===== src/rtl/conv_feeder_if.sv =====
// Signal bundle between conv_feeder and its environment (sequencer, pixel RAM, conv_mix).
// master is the feeder; slave is everything around it.
interface conv_feeder_if #(
  parameter int DATA_W      = 32,
  parameter int WEIGHT_BITS = 25,
  parameter int ADDR_W      = 10
);
  logic                     go;
  logic                     mode;
  logic [WEIGHT_BITS-1:0]   weight_word;
  logic [ADDR_W-1:0]        pix_addr;
  logic                     pix_rd;
  logic signed [DATA_W-1:0] pix_rdata;
  logic                     conv_start;
  logic                     conv_state;
  logic                     conv_weight_en;
  logic                     conv_weight;
  logic signed [DATA_W-1:0] conv_din;
  logic                     conv_din_ready;
  logic                     conv_done;
  logic                     busy;
  logic                     frame_done;
  logic                     err;

  modport master (
    input  go, mode, weight_word, pix_rdata, conv_din_ready, conv_done,
    output pix_addr, pix_rd, conv_start, conv_state, conv_weight_en, conv_weight,
           conv_din, busy, frame_done, err
  );

  modport slave (
    output go, mode, weight_word, pix_rdata, conv_din_ready, conv_done,
    input  pix_addr, pix_rd, conv_start, conv_state, conv_weight_en, conv_weight,
           conv_din, busy, frame_done, err
  );
endinterface


===== src/rtl/conv_feeder.sv =====
// Front end for conv_mix: shifts a binary kernel in bit-serially, then streams
// pixels from a synchronous RAM on each din_ready until conv_mix reports done.
module conv_feeder #(
  parameter int DATA_W      = 32,
  parameter int WEIGHT_BITS = 25,
  parameter int PIX_CNT0    = 784,
  parameter int PIX_CNT1    = 144,
  parameter int ADDR_W      = 10
) (
  input logic           clk,
  input logic           rst,
  conv_feeder_if.master bus
);
  localparam int                WCNT_W    = $clog2(WEIGHT_BITS + 1);
  localparam logic [WCNT_W-1:0] WCNT_FULL = WCNT_W'(WEIGHT_BITS);
  localparam logic [ADDR_W-1:0] LAST0     = ADDR_W'(PIX_CNT0 - 1);
  localparam logic [ADDR_W-1:0] LAST1     = ADDR_W'(PIX_CNT1 - 1);

  typedef enum logic [1:0] {IDLE, LOAD_W, STREAM, WAIT_DONE} state_t;

  state_t                   state_q, state_d;
  logic                     mode_q, mode_d;
  logic [WEIGHT_BITS-1:0]   wsh_q, wsh_d;
  logic [WCNT_W-1:0]        wcnt_q, wcnt_d;
  logic [ADDR_W-1:0]        pcnt_q, pcnt_d;
  logic                     conv_start_q, conv_start_d;
  logic                     weight_en_q, weight_en_d;
  logic                     weight_bit_q, weight_bit_d;
  logic                     busy_q, busy_d;
  logic                     frame_done_q, frame_done_d;
  logic                     err_q, err_d;
  logic                     rd_d1_q, rd_d1_d;
  logic signed [DATA_W-1:0] hold_q, hold_d;

  logic rd_en;
  logic last_pix;

  // A done in the same cycle as din_ready aborts the frame, so no read is issued.
  assign rd_en    = (state_q == STREAM) && bus.conv_din_ready && !bus.conv_done;
  assign last_pix = (pcnt_q == (mode_q ? LAST1 : LAST0));

  always_ff @(posedge clk or posedge rst) begin
    if (rst) begin
      state_q <= IDLE;
    end else begin
      // NOTE: sequential state uses <= so every flop samples pre-edge values.
      state_q <= state_d;
    end
  end

  always_comb begin
    // NOTE: default first so no path through this block leaves state_d unassigned (no latch).
    state_d = state_q;
    unique case (state_q)
      IDLE:      if (bus.go) state_d = LOAD_W;
      LOAD_W:    if (bus.conv_done) state_d = IDLE;
                 else if (wcnt_q == WCNT_FULL) state_d = STREAM;
      STREAM:    if (bus.conv_done) state_d = IDLE;
                 else if (rd_en && last_pix) state_d = WAIT_DONE;
      WAIT_DONE: if (bus.conv_done) state_d = IDLE;
      default:   state_d = IDLE;
    endcase
  end

  always_comb begin
    mode_d       = mode_q;
    wsh_d        = wsh_q;
    wcnt_d       = wcnt_q;
    pcnt_d       = pcnt_q;
    conv_start_d = conv_start_q;
    weight_en_d  = weight_en_q;
    weight_bit_d = weight_bit_q;
    busy_d       = busy_q;
    frame_done_d = 1'b0;
    err_d        = err_q;
    rd_d1_d      = rd_en;
    hold_d       = rd_d1_q ? bus.pix_rdata : hold_q;
    unique case (state_q)
      IDLE: begin
        if (bus.go) begin
          mode_d       = bus.mode;
          wsh_d        = bus.weight_word >> 1;
          weight_bit_d = bus.weight_word[0];
          weight_en_d  = 1'b1;
          wcnt_d       = WCNT_W'(1);
          pcnt_d       = '0;
          err_d        = 1'b0;
          busy_d       = 1'b1;
          conv_start_d = 1'b1;
        end
      end
      LOAD_W: begin
        if (bus.conv_din_ready) err_d = 1'b1;
        if (bus.conv_done) begin
          err_d        = 1'b1;
          conv_start_d = 1'b0;
          weight_en_d  = 1'b0;
          busy_d       = 1'b0;
        end else if (wcnt_q != WCNT_FULL) begin
          weight_bit_d = wsh_q[0];
          wsh_d        = wsh_q >> 1;
          wcnt_d       = wcnt_q + WCNT_W'(1);
        end else begin
          weight_en_d  = 1'b0;
        end
      end
      STREAM: begin
        if (bus.conv_done) begin
          err_d        = 1'b1;
          conv_start_d = 1'b0;
          busy_d       = 1'b0;
        end else if (rd_en) begin
          pcnt_d = last_pix ? '0 : pcnt_q + ADDR_W'(1);
        end
      end
      WAIT_DONE: begin
        if (bus.conv_din_ready) err_d = 1'b1;
        if (bus.conv_done) begin
          conv_start_d = 1'b0;
          busy_d       = 1'b0;
          frame_done_d = 1'b1;
        end
      end
      default: ;
    endcase
  end

  always_ff @(posedge clk or posedge rst) begin
    if (rst) begin
      mode_q       <= 1'b0;
      wsh_q        <= '0;
      wcnt_q       <= '0;
      pcnt_q       <= '0;
      conv_start_q <= 1'b0;
      weight_en_q  <= 1'b0;
      weight_bit_q <= 1'b0;
      busy_q       <= 1'b0;
      frame_done_q <= 1'b0;
      err_q        <= 1'b0;
      rd_d1_q      <= 1'b0;
      hold_q       <= '0;
    end else begin
      mode_q       <= mode_d;
      wsh_q        <= wsh_d;
      wcnt_q       <= wcnt_d;
      pcnt_q       <= pcnt_d;
      conv_start_q <= conv_start_d;
      weight_en_q  <= weight_en_d;
      weight_bit_q <= weight_bit_d;
      busy_q       <= busy_d;
      frame_done_q <= frame_done_d;
      err_q        <= err_d;
      rd_d1_q      <= rd_d1_d;
      hold_q       <= hold_d;
    end
  end

  // Fresh RAM data passes straight through; otherwise the last captured word is held.
  assign bus.conv_din       = rd_d1_q ? bus.pix_rdata : hold_q;
  assign bus.pix_rd         = rd_en;
  assign bus.pix_addr       = pcnt_q;
  assign bus.conv_start     = conv_start_q;
  assign bus.conv_state     = mode_q;
  assign bus.conv_weight_en = weight_en_q;
  assign bus.conv_weight    = weight_bit_q;
  assign bus.busy           = busy_q;
  assign bus.frame_done     = frame_done_q;
  assign bus.err            = err_q;
endmodule

===== src/flat_wrapper.sv =====
// flat-port wrapper written by rule: the top's interface ports become plain ports
module conv_feeder_flat 
#(
  parameter int DATA_W      = 32,
  parameter int WEIGHT_BITS = 25,
  parameter int PIX_CNT0    = 784,
  parameter int PIX_CNT1    = 144,
  parameter int ADDR_W      = 10
)
  (clk, rst, bus_go, bus_mode, bus_weight_word, bus_pix_rdata, bus_conv_din_ready, bus_conv_done, bus_pix_addr, bus_pix_rd, bus_conv_start, bus_conv_state, bus_conv_weight_en, bus_conv_weight, bus_conv_din, bus_busy, bus_frame_done, bus_err);
  conv_feeder_if #(.DATA_W(DATA_W), .WEIGHT_BITS(WEIGHT_BITS), .ADDR_W(ADDR_W)) bus_i ();
  input logic clk;
  input logic rst;
  input wire logic [$bits(bus_i.go)-1:0] bus_go;
  input wire logic [$bits(bus_i.mode)-1:0] bus_mode;
  input wire logic [$bits(bus_i.weight_word)-1:0] bus_weight_word;
  input wire logic [$bits(bus_i.pix_rdata)-1:0] bus_pix_rdata;
  input wire logic [$bits(bus_i.conv_din_ready)-1:0] bus_conv_din_ready;
  input wire logic [$bits(bus_i.conv_done)-1:0] bus_conv_done;
  output wire logic [$bits(bus_i.pix_addr)-1:0] bus_pix_addr;
  output wire logic [$bits(bus_i.pix_rd)-1:0] bus_pix_rd;
  output wire logic [$bits(bus_i.conv_start)-1:0] bus_conv_start;
  output wire logic [$bits(bus_i.conv_state)-1:0] bus_conv_state;
  output wire logic [$bits(bus_i.conv_weight_en)-1:0] bus_conv_weight_en;
  output wire logic [$bits(bus_i.conv_weight)-1:0] bus_conv_weight;
  output wire logic [$bits(bus_i.conv_din)-1:0] bus_conv_din;
  output wire logic [$bits(bus_i.busy)-1:0] bus_busy;
  output wire logic [$bits(bus_i.frame_done)-1:0] bus_frame_done;
  output wire logic [$bits(bus_i.err)-1:0] bus_err;
  assign bus_i.go = bus_go;
  assign bus_i.mode = bus_mode;
  assign bus_i.weight_word = bus_weight_word;
  assign bus_i.pix_rdata = bus_pix_rdata;
  assign bus_i.conv_din_ready = bus_conv_din_ready;
  assign bus_i.conv_done = bus_conv_done;
  assign bus_pix_addr = bus_i.pix_addr;
  assign bus_pix_rd = bus_i.pix_rd;
  assign bus_conv_start = bus_i.conv_start;
  assign bus_conv_state = bus_i.conv_state;
  assign bus_conv_weight_en = bus_i.conv_weight_en;
  assign bus_conv_weight = bus_i.conv_weight;
  assign bus_conv_din = bus_i.conv_din;
  assign bus_busy = bus_i.busy;
  assign bus_frame_done = bus_i.frame_done;
  assign bus_err = bus_i.err;
  conv_feeder #(.DATA_W(DATA_W), .WEIGHT_BITS(WEIGHT_BITS), .PIX_CNT0(PIX_CNT0), .PIX_CNT1(PIX_CNT1), .ADDR_W(ADDR_W)) u_core (.clk(clk), .rst(rst), .bus(bus_i));
endmodule

===== config.mk =====
export PLATFORM = sky130hd
export DESIGN_NAME = conv_feeder_flat
export DESIGN_NICKNAME = d
export VERILOG_FILES = /design/src/rtl/conv_feeder_if.sv /design/src/rtl/conv_feeder.sv /design/src/flat_wrapper.sv
export SDC_FILE = /design/constraint.sdc
export NUM_CORES = 1
export LEC_CHECK = 0
export BUFFER_PORTS_ARGS = -buffer_cell sky130_fd_sc_hd__buf_4
export CAP_MARGIN = 30
export CORE_MARGIN = 8
export CORE_UTILIZATION = 40
export CTS_CLUSTER_SIZE = 20
export DETAILED_ROUTE_END_ITERATION = 10
export PLACE_DENSITY = 0.66
export SLEW_MARGIN = 10
export SYNTH_ARGS = -nofsm -noshare
export SYNTH_HDL_FRONTEND = slang
export SYNTH_SLANG_ARGS = --single-unit

===== constraint.sdc =====
create_clock -name clk -period 5.4 [get_ports clk]
set_input_delay 1.08 -clock clk [delete_from_list [all_inputs] [get_ports clk]]
set_output_delay 1.08 -clock clk [all_outputs]
set_load 0.02 [all_outputs]

# After elaboration in Yosys (flattened, before gate mapping)
# Index checks and enable logic that the tools add are counted.
dict set report classes {
  addsub 2
  n_mul 0
  div_mod_pow 0
  magnitude_cmp 0
  eq_ne 17
  shift 0
  n_mux 39
  n_bitwise 0
  n_reduce_logical 15
}
# operator count
set op_table {}
lappend op_table {{25-bit two-way mux} 3}
lappend op_table {{10-bit two-way mux} 5}
lappend op_table {{25-bit one-hot mux with 2 select lines} 1}
lappend op_table {{32-bit two-way mux} 1}
lappend op_table {{10-bit one-hot mux with 2 select lines} 1}
lappend op_table {{5-bit two-way mux} 3}
lappend op_table {{1-bit two-way mux} 13}
lappend op_table {{2-bit two-way mux} 6}
lappend op_table {{4-bit AND reduction} 3}
lappend op_table {{10-bit by 1-bit adder with 10-bit output (second input constant)} 1}
lappend op_table {{10-bit equality test} 1}
lappend op_table {{2-bit inequality test (second input constant)} 5}
lappend op_table {{5-bit one-hot mux with 2 select lines} 1}
lappend op_table {{2-bit one-hot mux with 4 select lines} 1}
lappend op_table {{2-bit by 1-bit inequality test with 1-bit output (second input constant)} 3}
lappend op_table {{3-bit inequality test (second input constant)} 2}
lappend op_table {{1-bit one-hot mux with 2 select lines} 3}
lappend op_table {{2-bit AND reduction} 3}
lappend op_table {{5-bit by 1-bit adder with 5-bit output (second input constant)} 1}
lappend op_table {{5-bit equality test (second input constant)} 1}
lappend op_table {{5-bit inequality test (second input constant)} 1}
lappend op_table {{2-bit equality test (second input constant)} 2}
lappend op_table {{1-bit one-hot mux with 4 select lines} 1}
lappend op_table {{2-bit nonzero test} 2}
lappend op_table {{other kinds (7)} 9}
dict set report word_totals {
  register_bits 81
  latch_bits 0
  ram_bits 0
  mem_bits_ro 0
  input_bits 63
  out_inout_bits 50
  n_memories 0
}

# Depth between registers and ports, before layout
dict set report logic_depth {
  ltp_word 7
  ltp_mapped 7
  ltp_nobuf 6
}

# Least setup slack after synthesis
# Ideal clock, no wire load.
dict set report synth_path {
  path_kind {input-to-output}
  from {in bus_conv_done}
  to {out bus_pix_rd}
  arrival_time_ps 1477
  t_required_ps 4320
  slack_ps 2843
  cell_stages 2
  path_cell_list {nand4bb_2 -> clkinv_2}
}
dict set report synth_via {
  elab_chain_len 2
}
# element line_no
set synth_lines {}
lappend synth_lines {{from (decl)} flat_wrapper.sv:19} ;# input wire logic [$bits(bus_i.conv_done)-1:0] bus_conv_done;
lappend synth_lines {{1-bit zero test} conv_feeder.sv:39} ;# assign rd_en = (state_q == STREAM) && bus.conv_din_ready && !bus.conv_done;
lappend synth_lines {{1-bit logical AND} conv_feeder.sv:39}
lappend synth_lines {{to (decl)} flat_wrapper.sv:21} ;# output wire logic [$bits(bus_i.pix_rd)-1:0] bus_pix_rd;
# Every way passes these cells.

# Worst setup path in the final report
dict set report layout_path {
  from {reg u_core.rd_d1_q}
  to {out bus_conv_din[7]}
}
dict set report layout_via {
  elab_chain_len 1
}
# element line_no
set layout_lines {}
lappend layout_lines {{from (decl)} conv_feeder.sv:32} ;# logic rd_d1_q, rd_d1_d;
lappend layout_lines {{from (signal assigned)} conv_feeder.sv:153} ;# rd_d1_q <= rd_d1_d;
lappend layout_lines {{32-bit two-way mux} conv_feeder.sv:159} ;# assign bus.conv_din = rd_d1_q ? bus.pix_rdata : hold_q;
lappend layout_lines {{to (decl)} flat_wrapper.sv:26} ;# output wire logic [$bits(bus_i.conv_din)-1:0] bus_conv_din;
# Every way passes these cells.

==> impl_results.md <==
* Die Wd at 108.1 microns
* Syn nets at 365
* Full die area at 11690 sq um
* WL/cell at 14.98 microns
* Syn Inst Count at 299
* Multi-input logic area at 1207 sq um
* Longest Clk Path Bufs at 2
* GRT Util Overall at 13.37%
* DRT iter0 DRCs at 66
* Critical path required time at 4320 ps
* Initial core utilization at 41.31%
* Post-cts resize count at 0
* R2R cell count at 4
* Global-route wire length before repair at 12810 microns
* Hold Violations, Final at 0
* Routed WL at 7774 microns
* Port Buffers at 112
* Post-synth top area cell: dfrtp_1
* Final clock skew at 5.598 ps
* RR Startpoint: u_core.state_q[0]
* Hold crit path type: reg -> reg
* Terminus of the critical flop-to-flop path: u_core.wsh_q[19]
* CTS tree: yes
* RSZ-0062 raised after global routing: no
* Most frequent cell after synthesis: dfrtp_1
* Worst rel slew slack at 38.97%
* Min-Delay Endpoint: u_core.hold_q[29]
* Htree depth at 3
* Nets at 476
* Setup TNS Final at 0 ps
* Outcome: finished clean
* Synth top area cells: dfrtp_1 (59%), mux2_2 (11%), a21oi_1 (4.9%), o22ai_1 (4.4%), inv_1 (3.5%)
* Asr flop ratio synth at 100.0%
* Register area share after synthesis at 58.98%
* Area Growth Syn to Fin at 34.28%
* Post-synth EDFFs at 0
* Critical setup path kind: reg -> out
* Final GP Congestion at 0.8108
* Share of cells above drive strength 1 at 40.58%
* PwrDens at 530.8 nW/um^2
* ANT nets after route at 0
* Largest net degree at the start of global routing at 59
* Die extent in y at 108.1 microns
* Final max-slew violation count at 0
* Register area at 2002 sq um
* Row cnt at 33
* Mean Syn Cell Area at 11.35 sq um
* Ports at 113
* Drt pass-1 iters at 4
* Worst path arrival time at 1950 ps
* Initial antenna violation count at 0
* Hold buffers post-CTS at 0
* Worst hold path stage count at 1
* Cell variety after synth at 40
* Slew @ Worst Pin at 915.5 ps
* Clock Latency Late Sink at 330 ps
* Diodes inserted at 0
* Commonest cells in the synthesized netlist: dfrtp_1 (80), a21oi_1 (33), inv_1 (32), mux2_2 (32), o22ai_1 (24)
* Setup slack after placement at 2513 ps
* Post-synth top area share at 58.98%
* TritonCTS Buffers at 9
* DP HPWL at 5775 microns
* Core area at 8217 sq um
* Flops & latches, synth at 80
* Number of global-route vias before repair at 2643
* Endpoints failing setup at 0
* CTS sink count at 80
* Largest fanout on the critical path at 19
* Maximum vdd ir drop at 0.0002279 V
* Worst setup margin at 2371 ps
* Ys Warns at 0
* Fill count at 723
* Clock-pin slew on the worst setup and hold paths at 80 ps
* # DRC at 0
* Final min period at 3029 ps
* Root Buffer: clkbuf_8
* Final period utilization at 56.09%
* Cell Area, Synth at 3395 sq um
* Ys flop type: dfrtp_1
* Grt ovf at 0
* Post-CTS setup buffers at 0
* Hold path startpoint: u_core.hold_q[29]
* Worst Setup End Kind: output port
* Static Leak at 0.002218 uW
* WHS at 498.7 ps
* R2R setup slack at 3270 ps
* CP startpoint kind: flop
* Via density per instance at 5.066
* Fmax at 0.3301 GHz
* Via count at 2629
* Max_cap viols at 0
-- flip-flops by register name, summed over array words and instances (netlist names) --
name / flops
u_core.bus.conv_start: 1
u_core.bus.conv_state: 1
u_core.bus.conv_weight: 1
u_core.bus.conv_weight_en: 1
u_core.bus.err: 1
u_core.bus.frame_done: 1
u_core.bus.pix_addr: 10
u_core.hold_q: 32
u_core.rd_d1_q: 1
u_core.state_q: 2
u_core.wcnt_q: 5
u_core.wsh_q: 24
-- placed cells by master (no fill, tap or decap), types with 2 or more instances in the layout --
| cell | synthesis | final |
|---|---|---|
| inv_1 | 32 | 31 |
| o22ai_1 | 24 | 24 |
| a31oi_1 | 2 | 2 |
| nor3_1 | 2 | 2 |
| and2_1 | 2 | 2 |
| buf_4 | 1 | 114 |
| a22o_1 | 2 | 2 |
| nand3_1 | 6 | 6 |
| nor4bb_1 | 2 | 2 |
| nor2_1 | 7 | 7 |
| dfrtp_1 | 80 | 80 |
| or3_1 | 2 | 2 |
| a21oi_1 | 33 | 32 |
| o21ai_1 | 2 | 2 |
| xor2_1 | 3 | 3 |
| and3_1 | 2 | 2 |
| bufinv_16 | 0 | 2 |
| nand2_1 | 14 | 14 |
| o211ai_1 | 2 | 2 |
| mux2_2 | 32 | 32 |
| o21ai_0 | 15 | 15 |
| ha_1 | 3 | 3 |
| nand4_1 | 2 | 2 |
| clkinv_2 | 1 | 3 |
| clkbuf_8 | 0 | 11 |
-- logic make-up (layout without fill, tap and decap cells) --
group                    Yosys count  after routing  synth area share (%)
AO/OA/AOI/OAI                     85             85                 14.52
XOR/XNOR                           3              3                0.7742
adder cells (fa/ha/maj)            3              3                 1.106
buffers and inverters             48            163                 5.566
flip-flops                        80             80                 58.98
multiplexers                      33             33                 10.91
AND/OR/NAND/NOR                   47             47                 8.146
-- cell type report --
class / instances / share of cell area, %
clock inverters: 3 / 1.427
well taps: 105 / 2.882
flip-flops and latches: 80 / 43.92
inverters: 33 / 2.772
clock buffers: 12 / 3.404
multi-input cells: 171 / 26.49
repair buffers: 115 / 19.11
-- layer usage --
metal,global-route usage (%),share of wire [%],vias to the layer above
met5,0,0,-
met4,4.163,0.87,0
met3,4.581,10,7
met2,19.75,43,92
met1,18.04,46,1258
li1,-,-,1272
-- report_power, final --
| part | switching (uW) | internal [uW] |
|---|---|---|
| logic | 526 | 440 |
| clock network | 198 | 283 |
| registers | 131 | 841 |
-- worst max-delay path, cell delays in order, from the launching register on --
cell and delay [ps]:
dfrtp_1 840, buf_8 240, mux2_2 360, buf_4 160
-- worst max-delay path by stage --
stage	from	end	slack (ps)	depth (start not counted)
floorplan	rst	u_core.bus.conv_start	2270	1
finish	u_core.rd_d1_q	bus_conv_din[7]	2370	3
global placement	u_core.rd_d1_q	bus_conv_din[24]	2520	2
global route	u_core.rd_d1_q	bus_conv_din[7]	2250	3
CTS	u_core.rd_d1_q	bus_conv_din[7]	2330	3
detailed placement	bus_conv_done	bus_pix_rd	2510	4
-- through the flow --
stage / cell area (sq um) / total power (uW) / instances / util [%]
finish: 4558 / 2419 / 519 / 55.47
global route: 4558 / 2589 / 519 / 55.47
global placement: 4323 / 1939 / 503 / 52.61
detailed placement: 4338 / 1970 / 504 / 52.79
CTS: 4558 / 2457 / 519 / 55.47
floorplan: 3395 / 1582 / 299 / -
Note: power is estimated with default switching activity, not from simulation.
